**src/rtl/down_counter_pkg.sv**
```systemverilog
`default_nettype none
// ============================================================================
// Module      : down_counter_pkg
// Description : Shared constants for the loadable down counter: default
//               width, default reload value and the RUN/DONE state encoding.
// Revision    : 1.0 - initial release
// ============================================================================
package down_counter_pkg;

  // Default counter / reload register width.
  localparam int DC_WIDTH = 4;

  // Value of the count and the reload register after reset (all ones).
  localparam logic [DC_WIDTH-1:0] DC_RELOAD_DEFAULT = 4'hF;

  // Control state encoding.
  localparam logic [0:0] ST_RUN  = 1'b0;
  localparam logic [0:0] ST_DONE = 1'b1;

endpackage : down_counter_pkg
`default_nettype wire

```
**src/rtl/Sub4Bout.sv**
```systemverilog
`default_nettype none
// ============================================================================
// Module      : Sub4Bout
// Description : WIDTH-bit ripple-borrow decrementer. Produces a_i - 1 and
//               the borrow out of the top bit, which is high exactly when
//               a_i == 0. This is the borrow-chain dual of the carry adder
//               used on the up-counting side: each stage is a LUT computing
//               the difference bit plus a carry cell fed with the inverted
//               operand.
// Ports       : a_i     in  WIDTH  operand (current count)
//               diff_o  out WIDTH  a_i - 1, modulo 2^WIDTH
//               bout_o  out 1      borrow out, 1 when a_i == 0
// Revision    : 1.0 - initial release
// ============================================================================
module Sub4Bout
  import down_counter_pkg::*;
#(
  parameter int WIDTH = DC_WIDTH
) (
  input  logic [WIDTH-1:0] a_i,
  output logic [WIDTH-1:0] diff_o,
  output logic             bout_o
);

  // borrow[i] is the borrow into bit i. Subtracting the constant 1 is the
  // same as injecting a borrow into bit 0 with a zero subtrahend.
  logic [WIDTH:0] borrow;

  assign borrow[0] = 1'b1;

  generate
    for (genvar i = 0; i < WIDTH; i++) begin : g_stage
      // Difference bit: operand xor incoming borrow.
      assign diff_o[i]   = a_i[i] ^ borrow[i];
      // Borrow propagates only through zero bits (carry cell on ~a).
      assign borrow[i+1] = ~a_i[i] & borrow[i];
    end
  endgenerate

  assign bout_o = borrow[WIDTH];

endmodule : Sub4Bout
`default_nettype wire

```
**src/rtl/down_counter.sv**
```systemverilog
`default_nettype none
// ============================================================================
// Module      : down_counter
// Description : Loadable down counter with borrow output. Counts from the
//               reload value to zero, then either reloads and pulses wrap
//               (auto-reload) or stops and raises done (one-shot).
// Ports       : CLK          in  1      clock, rising edge
//               RESET        in  1      synchronous active-high reset
//               load         in  1      capture load_value into count+reload
//               load_value   in  WIDTH  value used by load
//               en           in  1      count enable
//               auto_reload  in  1      1 = reload at zero, 0 = one-shot
//               O            out WIDTH  current count (registered)
//               bout         out 1      combinational borrow, O == 0
//               done         out 1      registered, high in DONE
//               wrap         out 1      registered pulse after a reload
// Revision    : 1.0 - initial release
// ============================================================================
module down_counter
  import down_counter_pkg::*;
#(
  parameter int               WIDTH          = DC_WIDTH,
  parameter logic [WIDTH-1:0] RELOAD_DEFAULT = {WIDTH{1'b1}}
) (
  input  logic             CLK,
  input  logic             RESET,
  input  logic             load,
  input  logic [WIDTH-1:0] load_value,
  input  logic             en,
  input  logic             auto_reload,
  output logic [WIDTH-1:0] O,
  output logic             bout,
  output logic             done,
  output logic             wrap
);

  logic [WIDTH-1:0] count_q, count_d;
  logic [WIDTH-1:0] reload_q, reload_d;
  logic [0:0]       state_q, state_d;
  logic             done_q, done_d;
  logic             wrap_q, wrap_d;

  logic [WIDTH-1:0] dec_val;
  logic             at_zero;

  // The decrementer's borrow doubles as the zero detect, so bout and the
  // zero-crossing decision share one borrow chain.
  Sub4Bout #(
    .WIDTH (WIDTH)
  ) u_sub (
    .a_i    (count_q),
    .diff_o (dec_val),
    .bout_o (at_zero)
  );

  // Next-state mux. Priority: load over en; RESET is applied in the
  // register block so it overrides everything here.
  always_comb begin
    count_d  = count_q;
    reload_d = reload_q;
    state_d  = state_q;
    done_d   = done_q;
    wrap_d   = 1'b0;

    if (load) begin
      count_d  = load_value;
      reload_d = load_value;
      state_d  = ST_RUN;
      done_d   = 1'b0;
    end else if (state_q == ST_RUN && en) begin
      if (!at_zero) begin
        count_d = dec_val;
      end else if (auto_reload) begin
        // auto_reload only matters on this zero-crossing edge.
        count_d = reload_q;
        wrap_d  = 1'b1;
      end else begin
        state_d = ST_DONE;
        done_d  = 1'b1;
      end
    end
  end

  always_ff @(posedge CLK) begin
    if (RESET) begin
      count_q  <= RELOAD_DEFAULT;
      reload_q <= RELOAD_DEFAULT;
      state_q  <= ST_RUN;
      done_q   <= 1'b0;
      wrap_q   <= 1'b0;
    end else begin
      count_q  <= count_d;
      reload_q <= reload_d;
      state_q  <= state_d;
      done_q   <= done_d;
      wrap_q   <= wrap_d;
    end
  end

  assign O    = count_q;
  assign bout = at_zero;
  assign done = done_q;
  assign wrap = wrap_q;

endmodule : down_counter
`default_nettype wire

```
**config.mk**
```make
export PLATFORM = sky130hd
export DESIGN_NAME = down_counter
export DESIGN_NICKNAME = d
export VERILOG_FILES = /design/src/rtl/down_counter_pkg.sv /design/src/rtl/Sub4Bout.sv /design/src/rtl/down_counter.sv
export SDC_FILE = /design/constraint.sdc
export NUM_CORES = 1
export LEC_CHECK = 0
export CORE_AREA = 2 2 39 41
export CTS_BUF_LIST = sky130_fd_sc_hd__clkbuf_4 sky130_fd_sc_hd__clkbuf_8
export CTS_CLUSTER_SIZE = 25
export DETAILED_ROUTE_END_ITERATION = 16
export DIE_AREA = 0 0 41 43
export PLACE_DENSITY = 0.75
export SYNTH_ARGS = -nofsm -noshare
export SYNTH_HDL_FRONTEND = slang
export SYNTH_SLANG_ARGS = --single-unit
```
**constraint.sdc**
```tcl
create_clock -name CLK -period 2.26 [get_ports CLK]
set_input_delay 0.452 -clock CLK [delete_from_list [all_inputs] [get_ports CLK]]
set_output_delay 0.452 -clock CLK [all_outputs]
set_load 0.02 [all_outputs]
```
Yosys cells after proc, flatten, opt, wreduce, memory -nomap -nowiden
Cells that the tools add are included.

storage, ports and cells
  output and inout port bits = 7
  bits in latches = 0
  ROM bits = 0
  bits in registers = 10
  input port bits = 9
  memories kept = 0
  RAM bits = 0

cells by class
  $lt $le $gt $ge = 0
  mux-type cells = 5
  add/subtract/negate cells = 0
  reduce and logical (&&, ||, !) cells = 6
  equal/unequal tests = 1
  shifts and indexed selects = 0
  multiply operators = 0
  div/mod/pow operators = 0
  bitwise logic cells = 14

operator list
  kind                                           number
  two-way mux 4 bit                              4
  NOT 1 bit                                      8
  OR reduction 4 bit                             1
  AND 1 bit                                      3
  inequality test 3 bit (second input constant)  1
  AND reduction 3 bit                            1
  bitwise XOR 1 bit                              3
  AND reduction 2 bit                            1
  nonzero test 2 bit                             1
  OR reduction 2 bit                             1
  logical AND 1 bit                              1
  two-way mux 1 bit                              1

Longest topological paths before layout
  depth after elaboration = 7
  mapped depth = 8
  gate-level depth less buffers = 7

Hierarchy
A second synthesis with hierarchy kept.

second synthesis, totals
  cells, all modules = 58
  area total of the unflattened synthesis = 515.5 µm²

by module, submodules not included
  module        cells an instance  times used  seq. area each (µm²)  area an instance (µm²)
  down_counter  48                 1           200.2                 451.7
  Sub4Bout      10                 1           0.0                   63.8

Worst setup path after synthesis
No wires, ideal clock.

  path kind = reg-to-reg
  start = register count_q[0], in the netlist O[0]
  end = register count_q[2], in the netlist O[2]
  buffers on the path = 0
  arrival time = 1605 ps
  slack = 519 ps
  data required time = 2125 ps
  stages on the path, launching flop included = 7
  setup time = 135 ps
  cell sequence = dfxtp_1 > inv_1 > ha_1 > ha_1 > or3b_4 > a2111oi_0 > a311oi_1

between the ends
  word-level cells in the longest chain between the ends = 7
  elaborated cells on any way between the ends = 10
  those cells by class = eq/ne: 1; mux: 3; bitwise: 5; reduce/logical: 1

RTL lines
  what                      RTL line            source
  start: declaration        down_counter.sv:37  logic [WIDTH-1:0] count_q, count_d;
  start signal: assignment  down_counter.sv:92  count_q <= count_d;
  NOT 1 bit *               Sub4Bout.sv:36      assign borrow[i+1] = ~a_i[i] & borrow[i];
  AND 1 bit *               Sub4Bout.sv:36
  AND 1 bit (2 in a row)    Sub4Bout.sv:36
  two-way mux 4 bit         down_counter.sv:71  if (!at_zero) begin
  two-way mux 4 bit         down_counter.sv:70  end else if (state_q == ST_RUN && en) begin
  two-way mux 4 bit         down_counter.sv:65  if (load) begin

Mark *: on every way between the ends. The rest lies on a longest branch, timed or not. The select of a mux whose other input is x is not followed.
A chain may end at the register's enable or synchronous reset.

Worst setup path in the final report
  start = register count_q[0], in the netlist O[0]
  end = output bout

between the ends
  word-level cells in the longest chain between the ends = 4

RTL lines
  what                    RTL line            source
  NOT 1 bit               Sub4Bout.sv:36
  AND 1 bit (3 in a row)  Sub4Bout.sv:36
  end: declaration        down_counter.sv:32  output logic bout,

Every way passes these cells.

==> impl_metrics.py <==
metrics = {
    "run": {
        "drv_cap": 0,
    },
    "finish": {
        "drive_above_1_share_pct": 12.00,
        "final_common_cell": "clkdlybuf4s50_1",
        "diodes": 0,
        "final_area_um2": 698.2,
        "final_cells": 91,
        "layout_common_cells": "clkdlybuf4s50_1, dfxtp_1, inv_1, nand2b_1, nor2_1",
        "layout.nets": 88,
        "synthToLayoutAreaGrowth_pct": 30.37,
        "fill_cells": 153,
    },
    "critical_path": {
        "setup.worst_path.class": "register to output pin",
        "arrival_ns": 1.41,
        "worst-path-max-fanout": 3,
        "worstPathRequired_ns": 1.81,
        "worstSetupEndpointType": "output pin",
        "start_kind": "register",
    },
    "clock_network": {
        "numCtsBuffers": 3,
        "cts_max_level": 1,
        "clk_latency_ns": 0.26,
        "cts.sink_count": 10,
        "cts_tree": "yes",
        "clockBufferDepth": 2,
        "cts-root-buf": "clkbuf_4",
        "cts.clk_slew.worst_paths_ns": 0.06,
        "postCtsSetupRepairBufs": 0,
    },
    "global_routing": {
        "grt_pass1_vias": 357,
        "grt_pass1_wl_um": 1504,
        "grt_overflow_total": 0,
        "grt_antenna_before_repair": 0,
        "grt_max_degree": 16,
        "grt_use_total_pct": 13.10,
    },
    "routing": {
        "first_pass_iters": 4,
        "drc": 0,
        "final_antenna_net_count": 0,
        "drt_iter0_drc": 6,
        "vias": 444,
        "vias_per_cell": 4.879,
        "wl_per_cell_um": 10.52,
        "finalWirelength_um": 957,
    },
    "die": {
        "io_pins": 16,
        "rows": 14,
        "core-area_um2": 1384,
        "start_util_pct": 38.70,
        "die_h_um": 43,
        "die_width_um": 41,
        "die-area_um2": 1763,
    },
    "place": {
        "dp.cells": 88,
        "port_buffers": 15,
        "gp_congestion": 0.7216,
        "dp_hpwl_um": 723.3,
        "dpl_cell_area_um2": 673.1,
    },
    "power_and_ir_drop": {
        "pwr_density_cell_nw_per_um2": 542.0,
        "ir_worst_vdd_mv": 0.2620,
        "p_leak_uw": 0.0003443,
        "power_uw": 378.4,
    },
    "timing": {
        "final-hold-violation-count": 0,
        "fmax_mhz": 538.0,
        "finalSetupTns_ns": 0,
        "clock_skew_ns": 0.003333,
        "worst_pin_slew_ns": 0.4456,
        "setup_violations": 0,
        "grt_setup_unrepaired": "false",
        "period_needed_ns": 1.859,
        "fin_crit_sh_pct": 82.24,
        "slew_violations": 0,
        "relSlewSlack_pct": 70.20,
    },
    "hold_path": {
        "hold_class": "register to register",
    },
    "yosys": {
        "yosysUniqueCellTypes": 24,
        "synth_area_per_cell_um2": 8.925,
        "syn_inst": 60,
        "syn_nets": 71,
        "yosysWarnings": 0,
        "ys_ff_latch": 10,
        "yosysSeqAreaShare_pct": 37.38,
        "syn_area_um2": 535.5,
    },
    "status": {
        "status": "complete, no violations",
    },
}
-- critical path, cell delays in order (launching register included) --
cell and delay (ns):
dfxtp_1 0.34, inv_1 0.06, ha_1 0.20, ha_1 0.20, nand2b_1 0.09, inv_1 0.05, dlymetal6s2s_1 0.20
-- cells in the mapped netlist --
cell type  count  area [µm²]
nor3_1         2       10.01
a31oi_1        1       6.260
buf_6          2       22.52
or3b_4         1       11.26
o2111ai_1      1       8.760
a21oi_1        2       10.01
nand2b_1       5       31.28
inv_1          9       33.78
nand2_1        3       11.26
clkbuf_1       1       3.750
a2111oi_0      2       17.52
a311oi_1       2       17.52
o211a_1        1       10.01
clkbuf_8       1       13.76
dfxtp_1       10       200.2
mux2i_1        2       20.02
and2b_2        1       8.760
o311ai_0       2       17.52
nor2_1         4       15.01
and2_2         1       7.510
o21ai_0        3       15.01
a211o_2        1       10.01
or2b_2         1       8.760
ha_1           2       25.02
-- path summary, 6_finish.rpt --
| kind | from | to | slack, ns | depth (start not counted) |
|---|---|---|---|---|
| hold / removal | reload_q[3] | reload_q[3] | 0.45 | 2 |
| setup reg to reg | O[0] | O[2] | 0.48 | 6 |
| setup / recovery | O[0] | bout | 0.40 | 6 |
| hold reg to reg | reload_q[3] | reload_q[3] | 0.45 | 2 |
-- registers in the layout, summed over array words and instances (netlist names) --
register and cells:
O 4, done 1, reload_q 4, wrap 1
-- through the flow --
step	hold WS, ns	setup WS (ns)	util (%)
2_1_floorplan	0.4144	0.5190	-
3_3_place_gp	0.4299	0.3315	48.64
3_5_place_dp	0.4336	0.3031	48.64
4_1_cts	0.4501	0.05366	50.27
5_1_grt	0.5005	0.2888	50.45
6_report	0.4480	0.4014	50.45
-- power by group --
| part | total, µW | switching [µW] | internal (µW) | leakage [µW] |
|---|---|---|---|---|
| combinational | 68.4 | 31.7 | 36.7 | 0.000248 |
| clock | 118 | 56.9 | 61.4 | 0.0000138 |
| sequential | 192 | 5.45 | 186 | 0.0000827 |
| total | 378 | 94.1 | 284 | 0.000344 |
-- timing repair --
action,CTS,global route
endpoints found under the setup margin,0,1
resized for setup,0,1
hold buffers,0,0
-- per-layer routing --
metal | wire length, µm | GRT usage (%) | up-vias | share of wire (%)
met5 | 0 | 0 | - | 0
met4 | 0 | 4.000 | 0 | 0
met3 | 72 | 7.853 | 0 | 7.5
met2 | 461 | 16.56 | 15 | 48
met1 | 424 | 18.24 | 191 | 44
li1 | - | - | 238 | -
-- layout make-up --
| type | instances | area (µm²) | share of cell area (%) |
|---|---|---|---|
| Clock buffer | 3 | 22.52 | 3.226 |
| Sequential cell | 10 | 200.2 | 28.67 |
| Timing Repair Buffer | 16 | 160.2 | 22.94 |
| Tap cell | 16 | 20.02 | 2.867 |
| Multi-Input combinational cell | 37 | 261.5 | 37.46 |
| Inverter | 9 | 33.78 | 4.839 |
-- cell families (layout without fill, tap and decap cells) --
group | Yosys count | count (layout) | synth area share, %
AND/OR/NAND/NOR | 18 | 18 | 19.39
AO/OA/AOI/OAI | 15 | 15 | 21.03
buffers and inverters | 13 | 28 | 13.78
flip-flops | 10 | 10 | 37.38
adder cells (fa/ha/maj) | 2 | 2 | 4.672
multiplexers | 2 | 2 | 3.738
No activity file was read; power rests on OpenSTA's default activity.
